[config.mk]
export PLATFORM = sky130hd
export DESIGN_NAME = phase_meas_ctrl
export DESIGN_NICKNAME = d
export VERILOG_FILES = /design/src/rtl/phase_meas_ctrl_pkg.sv /design/src/rtl/phase_meas_ctrl_bin2bcd_seq.sv /design/src/rtl/phase_meas_ctrl.sv
export SDC_FILE = /design/constraint.sdc
export NUM_CORES = 1
export LEC_CHECK = 0
export CAP_MARGIN = 30
export CORE_MARGIN = 2
export CORE_UTILIZATION = 28
export CTS_CLUSTER_DIAMETER = 30
export DETAILED_ROUTE_END_ITERATION = 8
export DONT_BUFFER_PORTS = 1
export HOLD_SLACK_MARGIN = 0.02
export SKIP_LAST_GASP = 1
export SLEW_MARGIN = 20
export SYNTH_ARGS = -nofsm -noshare
export SYNTH_HDL_FRONTEND = slang
export SYNTH_SLANG_ARGS = --single-unit
[constraint.sdc]
create_clock -name clk_100M -period 6.2 [get_ports clk_100M]
set_input_delay 0.31 -clock clk_100M [delete_from_list [all_inputs] [get_ports clk_100M]]
set_output_delay 0.31 -clock clk_100M [all_outputs]
set_load 0.1 [all_outputs]
[src/rtl/phase_meas_ctrl_pkg.sv]
// Shared definitions for the phase measurement controller and for other
// measurement blocks that reuse the same sequencing states and defaults.
//   meas_state_e : controller state encoding
//   BCD_DIGITS   : packed BCD digits on the readout bus (MSD in the top nibble)
//   DEF_*        : default counter width, averaging depth and timeout
package phase_meas_ctrl_pkg;

   localparam int BCD_DIGITS   = 8;
   localparam int BCD_W        = 4 * BCD_DIGITS;

   localparam int DEF_CNT_W    = 27;
   localparam int DEF_AVG_LOG2 = 2;
   localparam int DEF_TIMEOUT  = 100_000_000;

   typedef enum logic [2:0] {
      ST_IDLE    = 3'd0,
      ST_ARM     = 3'd1,
      ST_COUNT   = 3'd2,
      ST_ACCUM   = 3'd3,
      ST_CONVERT = 3'd4,
      ST_DONE    = 3'd5
   } meas_state_e;

endpackage

[src/rtl/phase_meas_ctrl_bin2bcd_seq.sv]
// Sequential binary-to-packed-BCD converter (double dabble, one shift per clock).
// Ports:
//   clk_100M : clock
//   rst      : asynchronous active-low reset
//   go_i     : load request, ignored while a conversion is running
//   bin_i    : binary value sampled with go_i
//   bcd_o    : packed BCD result, MSD in the top nibble; holds after done_o
//   done_o   : one-cycle pulse CNT_W+1 cycles after the go_i cycle
module bin2bcd_seq
   import phase_meas_ctrl_pkg::*;
#(
   parameter int CNT_W = DEF_CNT_W
) (
   input  logic             clk_100M,
   input  logic             rst,
   input  logic             go_i,
   input  logic [CNT_W-1:0] bin_i,
   output logic [BCD_W-1:0] bcd_o,
   output logic             done_o
);

   localparam int CW = $clog2(CNT_W + 1);

   logic [CNT_W-1:0] bin_q, bin_d;
   logic [BCD_W-1:0] bcd_q, bcd_d, bcd_adj;
   logic [CW-1:0]    cnt_q, cnt_d;
   logic             active_q, active_d;
   logic             done_q, done_d;

   // add-3 on every digit >= 5 before the shift
   always_comb begin
      bcd_adj = bcd_q;
      for (int i = 0; i < BCD_DIGITS; i++) begin
         if (bcd_q[4*i +: 4] > 4'd4) begin
            bcd_adj[4*i +: 4] = bcd_q[4*i +: 4] + 4'd3;
         end
      end
   end

   always_comb begin
      bin_d    = bin_q;
      bcd_d    = bcd_q;
      cnt_d    = cnt_q;
      active_d = active_q;
      done_d   = 1'b0;
      if (active_q) begin
         bcd_d = {bcd_adj[BCD_W-2:0], bin_q[CNT_W-1]};
         bin_d = {bin_q[CNT_W-2:0], 1'b0};
         cnt_d = cnt_q - CW'(1);
         if (cnt_q == CW'(1)) begin
            active_d = 1'b0;
            done_d   = 1'b1;
         end
      end else if (go_i) begin
         bin_d    = bin_i;
         bcd_d    = '0;
         cnt_d    = CW'(CNT_W);
         active_d = 1'b1;
      end
   end

   always_ff @(posedge clk_100M or negedge rst) begin
      if (!rst) begin
         bin_q    <= '0;
         bcd_q    <= '0;
         cnt_q    <= '0;
         active_q <= 1'b0;
         done_q   <= 1'b0;
      end else begin
         bin_q    <= bin_d;
         bcd_q    <= bcd_d;
         cnt_q    <= cnt_d;
         active_q <= active_d;
         done_q   <= done_d;
      end
   end

   assign bcd_o  = bcd_q;
   assign done_o = done_q;

endmodule

[src/rtl/phase_meas_ctrl.sv]
// Inter-channel time-difference sequencer: measures the cycle distance from a
// sign0 rising edge to the following sign1 rising edge, averages 2^AVG_LOG2
// samples and publishes the mean in binary and packed BCD.
// Ports:
//   clk_100M : 100 MHz clock
//   rst      : asynchronous active-low reset
//   start    : burst request, honoured only in IDLE
//   sign0/1  : asynchronous comparator outputs (start / stop channel)
//   busy     : high outside IDLE
//   timeout  : sticky abort flag, cleared by the next accepted start
//   bin_out  : averaged difference in clock cycles
//   bcd_out  : bin_out as packed BCD
//   valid    : one-cycle strobe when bin_out/bcd_out update
//
// state    | meaning
// ---------+-----------------------------------------------------------
// IDLE     | waiting for start
// ARM      | waiting for a sign0 edge (timer running)
// COUNT    | counting cycles until a sign1 edge (timer == counter)
// ACCUM    | add sample to sum, next sample or finish the burst
// CONVERT  | converter running on the mean
// DONE     | register results and strobe valid
module phase_meas_ctrl
   import phase_meas_ctrl_pkg::*;
#(
   parameter int CNT_W    = DEF_CNT_W,
   parameter int AVG_LOG2 = DEF_AVG_LOG2,
   parameter int TIMEOUT  = DEF_TIMEOUT
) (
   input  logic             clk_100M,
   input  logic             rst,
   input  logic             start,
   input  logic             sign0,
   input  logic             sign1,
   output logic             busy,
   output logic             timeout,
   output logic [CNT_W-1:0] bin_out,
   output logic [BCD_W-1:0] bcd_out,
   output logic             valid
);

   localparam int SUM_W = CNT_W + AVG_LOG2;
   localparam int IDX_W = AVG_LOG2 + 1;
   localparam int NSAMP = 1 << AVG_LOG2;
   localparam logic [CNT_W-1:0] TO_LAST  = CNT_W'(TIMEOUT - 1);
   localparam logic [IDX_W-1:0] LAST_IDX = IDX_W'(NSAMP - 1);

   meas_state_e      state_q, state_d;
   logic [CNT_W-1:0] cnt_q, cnt_d;
   logic [CNT_W-1:0] sample_q, sample_d;
   logic [SUM_W-1:0] sum_q, sum_d, sum_acc;
   logic [IDX_W-1:0] idx_q, idx_d;
   logic [CNT_W-1:0] mean_q, mean_d;
   logic             timeout_q, timeout_d;
   logic             go_q, go_d;
   logic [CNT_W-1:0] bin_q, bin_d;
   logic [BCD_W-1:0] bcd_q, bcd_d;
   logic             valid_q, valid_d;

   logic s0_meta_q, s0_sync_q, s0_hist_q;
   logic s1_meta_q, s1_sync_q, s1_hist_q;
   logic rise0, rise1;

   logic [BCD_W-1:0] conv_bcd;
   logic             conv_done;

   // All conditioning flops reset high so a channel already high at reset
   // release never looks like a fresh rising edge.
   always_ff @(posedge clk_100M or negedge rst) begin
      if (!rst) begin
         s0_meta_q <= 1'b1;
         s0_sync_q <= 1'b1;
         s0_hist_q <= 1'b1;
         s1_meta_q <= 1'b1;
         s1_sync_q <= 1'b1;
         s1_hist_q <= 1'b1;
      end else begin
         s0_meta_q <= sign0;
         s0_sync_q <= s0_meta_q;
         s0_hist_q <= s0_sync_q;
         s1_meta_q <= sign1;
         s1_sync_q <= s1_meta_q;
         s1_hist_q <= s1_sync_q;
      end
   end

   assign rise0   = s0_sync_q & ~s0_hist_q;
   assign rise1   = s1_sync_q & ~s1_hist_q;
   assign sum_acc = sum_q + SUM_W'(sample_q);

   always_comb begin
      state_d   = state_q;
      cnt_d     = cnt_q;
      sample_d  = sample_q;
      sum_d     = sum_q;
      idx_d     = idx_q;
      mean_d    = mean_q;
      timeout_d = timeout_q;
      go_d      = 1'b0;
      bin_d     = bin_q;
      bcd_d     = bcd_q;
      valid_d   = 1'b0;
      case (state_q)
         ST_IDLE: begin
            if (start) begin
               state_d   = ST_ARM;
               timeout_d = 1'b0;
               sum_d     = '0;
               idx_d     = '0;
               cnt_d     = '0;
            end
         end
         ST_ARM: begin
            // a sign1 edge in this state is deliberately not looked at
            if (rise0) begin
               state_d = ST_COUNT;
               cnt_d   = '0;
            end else if (cnt_q == TO_LAST) begin
               state_d   = ST_IDLE;
               timeout_d = 1'b1;
            end else begin
               cnt_d = cnt_q + CNT_W'(1);
            end
         end
         ST_COUNT: begin
            // the awaited edge wins over a timeout in the same cycle
            if (rise1) begin
               sample_d = cnt_q + CNT_W'(1);
               state_d  = ST_ACCUM;
            end else if (cnt_q == TO_LAST) begin
               state_d   = ST_IDLE;
               timeout_d = 1'b1;
            end else begin
               cnt_d = cnt_q + CNT_W'(1);
            end
         end
         ST_ACCUM: begin
            sum_d = sum_acc;
            idx_d = idx_q + IDX_W'(1);
            if (idx_q == LAST_IDX) begin
               state_d = ST_CONVERT;
               mean_d  = CNT_W'(sum_acc >> AVG_LOG2);
               go_d    = 1'b1;
            end else begin
               state_d = ST_ARM;
               cnt_d   = '0;
            end
         end
         ST_CONVERT: begin
            if (conv_done) begin
               state_d = ST_DONE;
            end
         end
         ST_DONE: begin
            bin_d   = mean_q;
            bcd_d   = conv_bcd;
            valid_d = 1'b1;
            state_d = ST_IDLE;
         end
         default: begin
            state_d = ST_IDLE;
         end
      endcase
   end

   always_ff @(posedge clk_100M or negedge rst) begin
      if (!rst) begin
         state_q   <= ST_IDLE;
         cnt_q     <= '0;
         sample_q  <= '0;
         sum_q     <= '0;
         idx_q     <= '0;
         mean_q    <= '0;
         timeout_q <= 1'b0;
         go_q      <= 1'b0;
         bin_q     <= '0;
         bcd_q     <= '0;
         valid_q   <= 1'b0;
      end else begin
         state_q   <= state_d;
         cnt_q     <= cnt_d;
         sample_q  <= sample_d;
         sum_q     <= sum_d;
         idx_q     <= idx_d;
         mean_q    <= mean_d;
         timeout_q <= timeout_d;
         go_q      <= go_d;
         bin_q     <= bin_d;
         bcd_q     <= bcd_d;
         valid_q   <= valid_d;
      end
   end

   bin2bcd_seq #(
      .CNT_W (CNT_W)
   ) u_bin2bcd (
      .clk_100M (clk_100M),
      .rst      (rst),
      .go_i     (go_q),
      .bin_i    (mean_q),
      .bcd_o    (conv_bcd),
      .done_o   (conv_done)
   );

   assign busy    = (state_q != ST_IDLE);
   assign timeout = timeout_q;
   assign bin_out = bin_q;
   assign bcd_out = bcd_q;
   assign valid   = valid_q;

endmodule

Yosys cells after proc, flatten, opt, wreduce, memory -nomap -nowiden
Index checks and enable logic that the tools add are counted.

operators by class
  add/sub/neg operators = 12
  $mul = 0
  divide/modulo/power cells = 0
  $lt $le $gt $ge = 8
  equality and inequality tests = 13
  shifts and indexed selects = 0
  multiplexer cells = 44
  bitwise operators = 4
  reduce and logical (&&, ||, !) cells = 12

operator list
  cell                   number
  $mux 27                7
  $pmux 27 s4            1
  $mux 32                2
  $pmux 29 s2            1
  $gt 4x3->1 const B     8
  $add 29x27->29         1
  $mux 29                1
  $add 4x2->4 const B    7
  $mux 4                 7
  $add 27x1->27 const B  1
  $eq 27x27->1 const B   1
  $mux 3                 8
  $pmux 3 s5             1
  $mux 1                 12
  $mux 5                 2
  $eq 3x2->1 const B     3
  $ne 2x2->1 const B     4
  $reduce_and 2->1       4
  $reduce_and 4->1       2
  $eq 3x3->1 const B     2
  $pmux 3 s2             1
  $reduce_bool 3->1      2
  $eq 5x1->1 const B     1
  $sub 5x1->5 const B    1
  10 further kinds       13

word-level totals
  flip-flop bits (word level) = 250
  latch bits = 0
  RAM bits = 0
  bits in read-only memories = 0
  input bits = 5
  output and inout port bits = 62
  word-level logic and storage cells = 115
  memories = 0

Longest topological paths before layout
Gate-level depths: netlist of run 1.

  depth in word-level cells = 4
  depth in mapped cells = 9
  mapped depth without buffers = 9

Cells and area by module
A second synthesis of run 1 with hierarchy kept.

unflattened totals
  cells, all modules = 1,223
  area, all modules = 12,629.6 sq um

modules (own cells, without submodules)
  module           times used  cells an instance  area an instance (sq um)  seq. area each (sq um)
  phase_meas_ctrl  1           859                9,071.2                   4,611.9
  bin2bcd_seq      1           364                3,558.4                   1,651.6

Least setup slack after synthesis of run 1
Ideal clock, no wire load.

  kind = register -> register
  start = register sample_q[0]
  end = register sum_q[20]
  setup time = 126 ps
  arrival = 2,360 ps
  data required time = 6,074 ps
  setup slack = 3,714 ps
  stages on the path, launching flop included = 10
  path buffers = 0
  period minus slack after synthesis = 2,486 ps
  cells stage by stage = dfrtp_1 > ha_1 > inv_1 > fa_1 > and2b_1 > o2111ai_2 > a211o_1 > a211o_1 > and4_1 > a221o_1

on the way
  word-level cells in the longest chain between the ends = 2

ends and longest elaborated chain
  element                 line                    RTL
  start, declared         phase_meas_ctrl.sv:50   logic [CNT_W-1:0] sample_q, sample_d;
  start signal, assigned  phase_meas_ctrl.sv:182  sample_q <= sample_d;
  $add 29x27->29          phase_meas_ctrl.sv:89   assign sum_acc = sum_q + SUM_W'(sample_q);
  $pmux 29 s2             phase_meas_ctrl.sv:103  case (state_q)
  end signal, assigned    phase_meas_ctrl.sv:183  sum_q <= sum_d;
  end, declared           phase_meas_ctrl.sv:51   logic [SUM_W-1:0] sum_q, sum_d, sum_acc;

Every way passes these cells.
A chain may end at the register's enable or synchronous reset.

Worst setup path after layout of run 1
  start = register sample_q[0]
  end = register sum_q[28]

The elaborated chain is that of the path after synthesis.

==> results of run 1 <==
[cells in the mapped netlist, types with 10 or more instances]
| cell type | n | area, um2 |
|---|---|---|
| buf_2 | 13 | 65.06 |
| mux2_2 | 56 | 630.6 |
| xnor2_1 | 48 | 420.4 |
| xor2_1 | 25 | 219.0 |
| dfrtp_1 | 244 | 6106 |
| a21o_1 | 12 | 90.09 |
| nand2_1 | 164 | 615.6 |
| nor2_1 | 70 | 262.8 |
| and4_1 | 10 | 87.58 |
| clkbuf_1 | 48 | 180.2 |
| nand3_1 | 19 | 95.09 |
| a22o_1 | 15 | 131.4 |
| nor3b_1 | 11 | 82.58 |
| nor3_1 | 41 | 205.2 |
| nand4_1 | 21 | 131.4 |
| mux2i_1 | 37 | 370.4 |
| o31ai_1 | 23 | 172.7 |
| a21oi_1 | 55 | 275.3 |
| and2_1 | 15 | 93.84 |
| inv_1 | 36 | 135.1 |
| nand2b_1 | 20 | 125.1 |
| ha_1 | 40 | 500.5 |
| o21ai_0 | 120 | 600.6 |
[report_power, final]
part / switching, mW / total [mW] / internal (mW)
Combinational: 0.460 / 0.644 / 0.184
Clock: 1.01 / 3.00 / 2.00
Sequential: 0.118 / 1.84 / 1.72
[cell type report]
type | count | area share, %
multi-input cells | 926 | 39.60
inverters | 37 | 0.8956
flip-flops and latches | 250 | 40.42
clock inverters | 41 | 3.381
well taps | 600 | 4.841
repair buffers | 17 | 1.533
clock buffers | 63 | 9.327
[registers in the layout, summed over array words and instances, names as in the netlist, 3 cells and up]
register and flops:
u_bin2bcd.bin_q 27, bin_out 27, state_q 3, bcd_out 32, sum_q 29, u_bin2bcd.bcd_o 32
u_bin2bcd.cnt_q 5, idx_q 3, cnt_q 27, mean_q 27, sample_q 27
[worst reg2reg max path, cell delays in order, from the launching register on]
cell,delay (ns)
dfrtp_1,0.36
ha_1,0.17
inv_1,0.05
fa_1,0.39
and2b_1,0.24
o2111ai_2,0.16
a211o_1,0.43
a2111oi_2,0.48
o31ai_1,0.12
a21bo_2,0.24
[per-layer routing]
metal  routed length (um)  up-vias  global-route usage [%]
li1                     -     4609                       -
met1                13510     4642                   16.14
met2                13740      215                   20.63
met3                 1559       65                   2.923
met4                  881        0                   5.147
met5                    0        -                       0
[worst paths after layout]
check,from,to,slack (ns),cells past startpoint
min in group asynchronous,rst,u_bin2bcd.bcd_o[17],0.26,2
setup / recovery,sample_q[0],sum_q[28],3.45,9
max in group asynchronous,rst,s1_hist_q,4.68,4
hold / removal,start,state_q[0],0.11,4
hold reg to reg,s0_meta_q,s0_sync_q,0.36,0
setup reg to reg,sample_q[0],sum_q[28],3.45,9
[cells by family after synthesis]
family                   share of synthesized area, %
AND/OR/NAND/NOR                                 15.72
AO/OA/AOI/OAI                                   15.24
flip-flops                                      48.81
buffers and inverters                           3.402
multiplexers                                    7.800
XOR/XNOR                                        4.982
adder cells (fa/ha/maj)                         4.056
[stage by stage]
step / hold WS [ns] / instances
floorplan: 0.01441 / 1281
global placement: 0.01941 / 1821
detailed placement: 0.01957 / 1821
CTS: 0.08388 / 1930
global route: 0.1070 / 1934
finish: 0.1098 / 1934
==> run_results.csv, run 1 <==
group,metric,value,unit
outcome,run_status,"finished, final reports clean",
global_routing,antenna_found_initial,0,
routing,drtAntennaViolNets,0,
clock_tree,cts_setup_buffers,0,
finish,final_util,34.25,%
routing,drt-wirelength-per-cell,15.35,um
critical_path,path_delay_family,"compound AO/OA/AOI/OAI gates",
yosys,ys_seq_area_share,48.81,%
clock_tree,htree_levels,2,
job,maxCapViolCount,0,
routing,wirelength,29700,um
routing,firstDrtPassIters,5,
finish,finalNetCount,1333,
critical_path,cp_num_buf_inv,1,
critical_path,criticalPathCategory,"reg2reg",
finish,final_common_cell,"dfrtp_1",
critical_path,critPathRequiredTime,6.66,ns
finish,most-common-layout-cells,"dfrtp_1 (242), nand2_1 (163), o21ai_0 (120)",
critical_path,cp.arrival,3.21,ns
routing,vias,9531,
placement,gp_congestion,0.8910,
clock_tree,cts_tree,"done",
yosys,ys.flop_type,"dfrtp_1",
pwr,p_leak,6.747,nW
sta,finalSetupViolations,0,
placement,post_dp_cell_area,13360,um2
clock_tree,clock_latency,0.58,ns
critical_path,crit_chain,"ha_1, inv_1, fa_1, and2b_1, o2111ai_2, a211o_1, a2111oi_2, o31ai_1, a21bo_2",
yosys,synth.avg_cell_area,10.02,um2
finish,antenna_cells,0,
yosys,synth_edf_count,0,
clock_tree,cts_hold_buf,5,
finish,area_growth,20.83,%
global_routing,grt_max_degree,251,
sta,setup-tns-final,0,ns
critical_path,endpoint_kind,"flip-flop",
finish,fillers,4525,
floorplan,die_w,218.1,um
yosys,synth_nets,1327,
global_routing,overflow,0,
floorplan,die_area,47560,um2
pwr,max-vdd-ir-drop,0.0002253,V
sta,fin_skew,0.02092,ns
clock_tree,cts.reportedPaths.clkPinSlew,0.05,ns
placement,pre_cts_slack,3.184,ns
critical_path,slowest_stage,"a2111oi_2",
sta,tightest_slew,1.021,ns
sta,rsz0062_at_grt,"no",
sta,finalMaxSlewViolations,0,
pwr,total_power,5.482,mW
sta,maxSlewHeadroom,31.91,%
yosys,synthArstFlopShare,100.0,%
sta,fin_crit_sh,44.33,%
worst_hold_path,hold_class,"in2reg",
routing,drt-initial-drc-count,448,
yosys,synthesis.instances,1281,
routing,drc,0,
critical_path,crit_fanout,4,
critical_path,start_kind,"flip-flop",
floorplan,rows,78,
floorplan,initial_core_util,28.34,%
clock_tree,clock_path_buffers,3,
finish,fin_area,15510,um2
floorplan,boundaryPins,67,
finish,multi_input_area,6141,um2
placement,numPortBuffers,0,
yosys,ys_types,77,
sta,clock.fmax,0.3638,GHz
clock_tree,cts_resized,0,
clock_tree,cts_buffers,55,
clock_tree,cts_root_buffer,"clkbuf_16",
sta,fin_crit,2.748,ns
yosys,yosys_warnings,0,
yosys,synth-seq-cells,250,
clock_tree,cts_sinks,250,
global_routing,grt_pass1_wl,49320,um
sta,final_hold_viol_count,0,
placement,dp_hpwl,19710,um
global_routing,grt_pass1_vias,9458,
floorplan,core,45280,um2
routing,avgViaCountPerCell,4.928,
floorplan,die_y,218.1,um
yosys,syn_area,12830,um2
global_routing,grt.total_usage,12.65,%
finish,seq_area,6269,um2
critical_path,slowest_delay,0.48,ns
sta,fin_ws,3.452,ns
finish,drive_gt1_share,15.22,%
pwr,p_per_area,353.5,nW/um2
Power figures use the tool's default switching activity.
==> run 2, diff against run 1 <==
==> constraint.sdc (replaced) <==
create_clock -name clk_100M -period 2.45 [get_ports clk_100M]
set_input_delay 0.1225 -clock clk_100M [delete_from_list [all_inputs] [get_ports clk_100M]]
set_output_delay 0.1225 -clock clk_100M [all_outputs]
set_load 0.1 [all_outputs]
==> run_results.csv, run 2 (same netlist as run 1, synthesis figures left out) <==
group,metric,value,unit
outcome,run_status,"finished with violations",
outcome,violations,"negative hold slack, negative setup slack",
job,maxCapViolCount,0,
critical_path,crit_chain,"ha_2, inv_2, fa_2, and2b_1, o2111ai_2, a211o_4, a211o_1, and4_1, a221o_1",
sta,tightest_slew,0.9496,ns
sta,finalMaxSlewViolations,0,
clock_tree,cts_sinks,250,
sta,fin_hold_ws,-0.7997,ns
routing,vias,9858,
critical_path,cp_num_buf_inv,1,
finish,final_util,36.48,%
clock_tree,clock_path_buffers,3,
routing,drt-initial-drc-count,602,
critical_path,path_delay_family,"compound AO/OA/AOI/OAI gates",
sta,final_hold_viol_count,250,
finish,most-common-layout-cells,"dfrtp_1 (242), nand2_1 (163), o21ai_0 (118)",
pwr,total_power,14.88,mW
clock_tree,cts_root_buffer,"clkbuf_16",
placement,dp.cells,1911,
sta,maxSlewHeadroom,36.69,%
global_routing,grt_pass1_vias,9743,
floorplan,initial_core_util,28.34,%
finish,final_common_cell,"dfrtp_1",
routing,avgViaCountPerCell,4.854,
placement,dp_hpwl,21370,um
sta,clock.fmax,0.3934,GHz
sta,fin_crit_sh,103.8,%
finish,finalNetCount,1425,
global_routing,overflow,0,
clock_tree,cts_hold_buf,3,
finish,drive_gt1_share,22.73,%
sta,fin_ws,-0.09195,ns
clock_tree,htree_levels,2,
finish,area_growth,28.71,%
floorplan,boundaryPins,67,
critical_path,endpoint_kind,"flip-flop",
clock_tree,cts.reportedPaths.clkPinSlew,0.05,ns
floorplan,core,45280,um2
sta,fin_crit,2.542,ns
routing,drc,0,
sta,setup-tns-final,-0.2715,ns
critical_path,start_kind,"flip-flop",
pwr,p_per_area,901.0,nW/um2
worst_hold_path,hold_class,"in2async",
sta,finalSetupViolations,5,
pwr,p_leak,7.286,nW
clock_tree,cts_tree,"done",
floorplan,die_w,218.1,um
sta,rsz0062_at_grt,"yes",
routing,drt-wirelength-per-cell,15.48,um
critical_path,crit_fanout,4,
critical_path,slowest_delay,0.39,ns
placement,gp_congestion,0.8813,
clock_tree,cts_buffers,59,
placement,numPortBuffers,0,
placement,pre_cts_slack,-0.1636,ns
clock_tree,clock_latency,0.62,ns
floorplan,rows,78,
global_routing,grt_pass1_wl,50850,um
routing,drtAntennaViolNets,0,
routing,firstDrtPassIters,4,
critical_path,critPathRequiredTime,2.91,ns
critical_path,cp.arrival,3.00,ns
critical_path,criticalPathCategory,"reg2reg",
critical_path,slowest_stage,"a211o_4",
finish,fin_cells,2031,
floorplan,die_area,47560,um2
global_routing,grt.total_usage,13.20,%
floorplan,die_y,218.1,um
sta,fin_skew,0.04871,ns
routing,wirelength,31430,um
global_routing,antenna_found_initial,1,
pwr,max-vdd-ir-drop,0.0006504,V
global_routing,grt_max_degree,251,
==> run 2: final cells by class <==
| cell class | count | area, um2 |
|---|---|---|
| diodes | 1 | 2.502 |
| multi-input cells | 926 | 6290 |
| well taps | 600 | 750.7 |
| fillers | 4467 | 28770 |
| flip-flops and latches | 250 | 6269 |
| inverters | 37 | 138.9 |
| clock inverters | 49 | 689.4 |
| repair buffers | 105 | 857.1 |
| clock buffers | 63 | 1521 |
==> run 2: final timing paths <==
| kind | from | to | slack [ns] | cells after the start |
|---|---|---|---|---|
| min in group clk_100M | sign0 | s0_meta_q | 0.08 | 1 |
| max reg2reg | sum_q[0] | sum_q[20] | -0.09 | 9 |
| max | sum_q[0] | sum_q[20] | -0.09 | 9 |
| min | rst | u_bin2bcd.bcd_o[18] | -0.80 | 0 |
| max in group asynchronous | rst | s1_hist_q | 2.85 | 0 |
| min reg2reg | s1_meta_q | s1_sync_q | 0.35 | 0 |
==> run 2: per-stage QoR <==
| stage | instance area [um2] | hold slack (ns) |
|---|---|---|
| 6_report | 16520 | -0.7997 |
| 5_1_grt | 16520 | -0.8404 |
| 4_1_cts | 16390 | -0.8376 |
| 3_5_place_dp | 14090 | -0.1680 |
| 3_3_place_gp | 14080 | -0.1682 |
| 2_1_floorplan | 12830 | -0.1731 |
==> run 2: worst reg2reg max path: cells and delay by family, from the launching register on <==
family	cells	cell delay, ns
AND/OR/NAND/NOR	2	0.40
buffers and inverters	1	0.04
AO/OA/AOI/OAI	4	1.09
adder cells (fa/ha/maj)	2	0.52
flip-flops	1	0.35
==> run 2: report_power, final <==
group | total [mW] | switching [mW] | leakage [nW] | internal, mW
sequential | 4.64 | 0.300 | 3.44 | 4.35
clock | 8.45 | 2.71 | 1.05 | 5.74
combinational | 1.79 | 1.15 | 2.80 | 0.634
total | 14.9 | 4.17 | 7.29 | 10.7
==> run 2: layer usage <==
metal	vias to the layer above	track usage [%]	share of wire, %
li1	4806	-	-
met1	4774	16.66	45
met2	213	21.25	46
met3	65	3.841	5.5
met4	0	5.170	3.0
met5	-	0	0
==> run 2: timing repair <==
item | CTS | global route
gates resized for setup | 6 | 28
endpoints found under the hold margin | 254 | 250
endpoints found under the setup margin | 13 | 28
setup buffers | 4 | 0
pin swaps | 12 | 20
==> run 3, diff against run 2 <==
==> constraint.sdc (replaced) <==
create_clock -name clk_100M -period 2.7 [get_ports clk_100M]
set_input_delay 0.135 -clock clk_100M [delete_from_list [all_inputs] [get_ports clk_100M]]
set_output_delay 0.135 -clock clk_100M [all_outputs]
set_load 0.1 [all_outputs]
==> run_results.csv, run 3 (same netlist as run 1, synthesis figures left out) <==
group,metric,value,unit
critical_path,criticalPathCategory,"reg2reg",
placement,dp.cells,1872,
clock_tree,cts_tree,"done",
clock_tree,cts_root_buffer,"clkbuf_16",
sta,rsz0062_at_grt,"yes",
global_routing,overflow,0,
sta,setup-tns-final,0,ns
finish,fillers,4469,
global_routing,grt_pass1_wl,50600,um
outcome,violations,"negative hold slack",
sta,fin_ws,0.02632,ns
sta,clock.fmax,0.3740,GHz
floorplan,initial_core_util,28.34,%
critical_path,crit_fanout,4,
floorplan,core,45280,um2
critical_path,r2r.worst_path.cells,9,
finish,antenna_cells,0,
finish,finalNetCount,1391,
finish,area_growth,26.84,%
routing,drt-wirelength-per-cell,15.51,um
routing,drc,0,
critical_path,startpoint,"sum_q[0]",
placement,pre_cts_slack,-0.01401,ns
routing,firstDrtPassIters,5,
finish,fin_cells,1997,
critical_path,reg2reg_setup_slack,0.03,ns
clock_tree,cts_sinks,250,
critical_path,cp.arrival,3.11,ns
pwr,max-vdd-ir-drop,0.0004845,V
clock_tree,clock_path_buffers,3,
finish,final_common_cell,"dfrtp_1",
sta,finalSetupViolations,0,
placement,gp_congestion,0.9109,
clock_tree,cts.reportedPaths.clkPinSlew,0.04,ns
critical_path,start_kind,"flip-flop",
floorplan,rows,78,
finish,seq_area,6269,um2
clock_tree,htree_levels,3,
critical_path,endpoint_kind,"flip-flop",
pwr,p_per_area,872.1,nW/um2
routing,wirelength,30970,um
job,maxCapViolCount,0,
critical_path,reg2reg_from,"sum_q[0]",
sta,fin_skew,0.02573,ns
routing,drtAntennaViolNets,0,
sta,fin_crit_sh,99.03,%
global_routing,grt_max_degree,251,
global_routing,antenna_found_initial,1,
critical_path,r2r-end,"sum_q[20]",
floorplan,die_y,218.1,um
global_routing,grt.total_usage,13.14,%
worst_hold_path,hold_class,"in2async",
sta,fin_hold_ws,-0.7231,ns
global_routing,grt_pass1_vias,9801,
sta,final_hold_viol_count,250,
outcome,run_status,"finished with violations",
clock_tree,cts_hold_buf,3,
finish,drive_gt1_share,19.33,%
floorplan,die_w,218.1,um
sta,maxSlewHeadroom,33.63,%
sta,tightest_slew,0.9955,ns
routing,drt-initial-drc-count,632,
routing,avgViaCountPerCell,4.901,
pwr,p_leak,7.211,nW
routing,vias,9788,
placement,numPortBuffers,0,
finish,most-common-layout-cells,"dfrtp_1 (242), nand2_1 (163), o21ai_0 (120)",
finish,final_util,35.95,%
finish,multi_input_area,6180,um2
floorplan,boundaryPins,67,
placement,dp_hpwl,20670,um
floorplan,die_area,47560,um2
sta,fin_crit,2.674,ns
sta,finalMaxSlewViolations,0,
clock_tree,clock_latency,0.56,ns
clock_tree,cts_buffers,67,
critical_path,critPathRequiredTime,3.13,ns
run 3: cell types whose count changed in the layout (fill, tap and decap cells not counted), sizes merged:
cell,change
buf,-42
clkbuf,+23
clkinv,-9
clkinvlp,-3
inv,-3
bufinv,+1
diode,-1
run 3: layout make-up:
type / count / area share [%]
clock inverters: 35 / 3.290
well taps: 600 / 4.612
clock buffers: 86 / 11.67
flip-flops and latches: 250 / 38.51
inverters: 37 / 0.8532
repair buffers: 63 / 3.105
multi-input cells: 926 / 37.96
run 3: worst max path at each step:
stage | depth (start not counted) | endpoint | slack (ns)
6_report | 9 | sum_q[20] | 0.03
5_1_grt | 9 | sum_q[28] | -0.10
4_1_cts | 9 | sum_q[20] | -0.0001
3_5_place_dp | 9 | sum_q[28] | -0.01
3_3_place_gp | 9 | sum_q[28] | 0.03
2_1_floorplan | 9 | sum_q[20] | 0.21
run 3: per-stage QoR:
step	total power [mW]	instance area, um2	hold WS, ns
3_3_place_gp	5.746	13750	-0.1546
3_5_place_dp	5.759	13750	-0.1537
6_report	14.20	16280	-0.7231
5_1_grt	14.79	16280	-0.7533
4_1_cts	14.37	16230	-0.7603
2_1_floorplan	5.279	12830	-0.1606
run 3: layer usage:
layer	routed length [um]	up-vias	global-route usage (%)
met4	1127	0	6.757
li1	-	4736	-
met1	14360	4766	16.71
met5	0	-	0
met3	1495	75	3.285
met2	13990	211	20.66
run 3: report_power, final:
part           total, mW  internal [mW]  switching [mW]
Combinational       1.46          0.489           0.966
Sequential          4.28           3.95           0.329
Clock               8.47           6.08            2.38
run 3: repair_timing:
action / in CTS / in global routing
pin swaps: 0 / 4
buffers inserted: 0 / 0
endpoints found under the hold margin: 254 / 250
gates resized for setup: 1 / 5
setup endpoints to repair: 2 / 9
run 3: critical path, stage by stage (launching register included):
cell	delay, ns
dfrtp_1	0.36
ha_2	0.18
inv_1	0.06
fa_2	0.36
and2b_1	0.24
o2111ai_2	0.17
a211o_4	0.40
a211o_1	0.30
and4_1	0.22
a221o_1	0.25
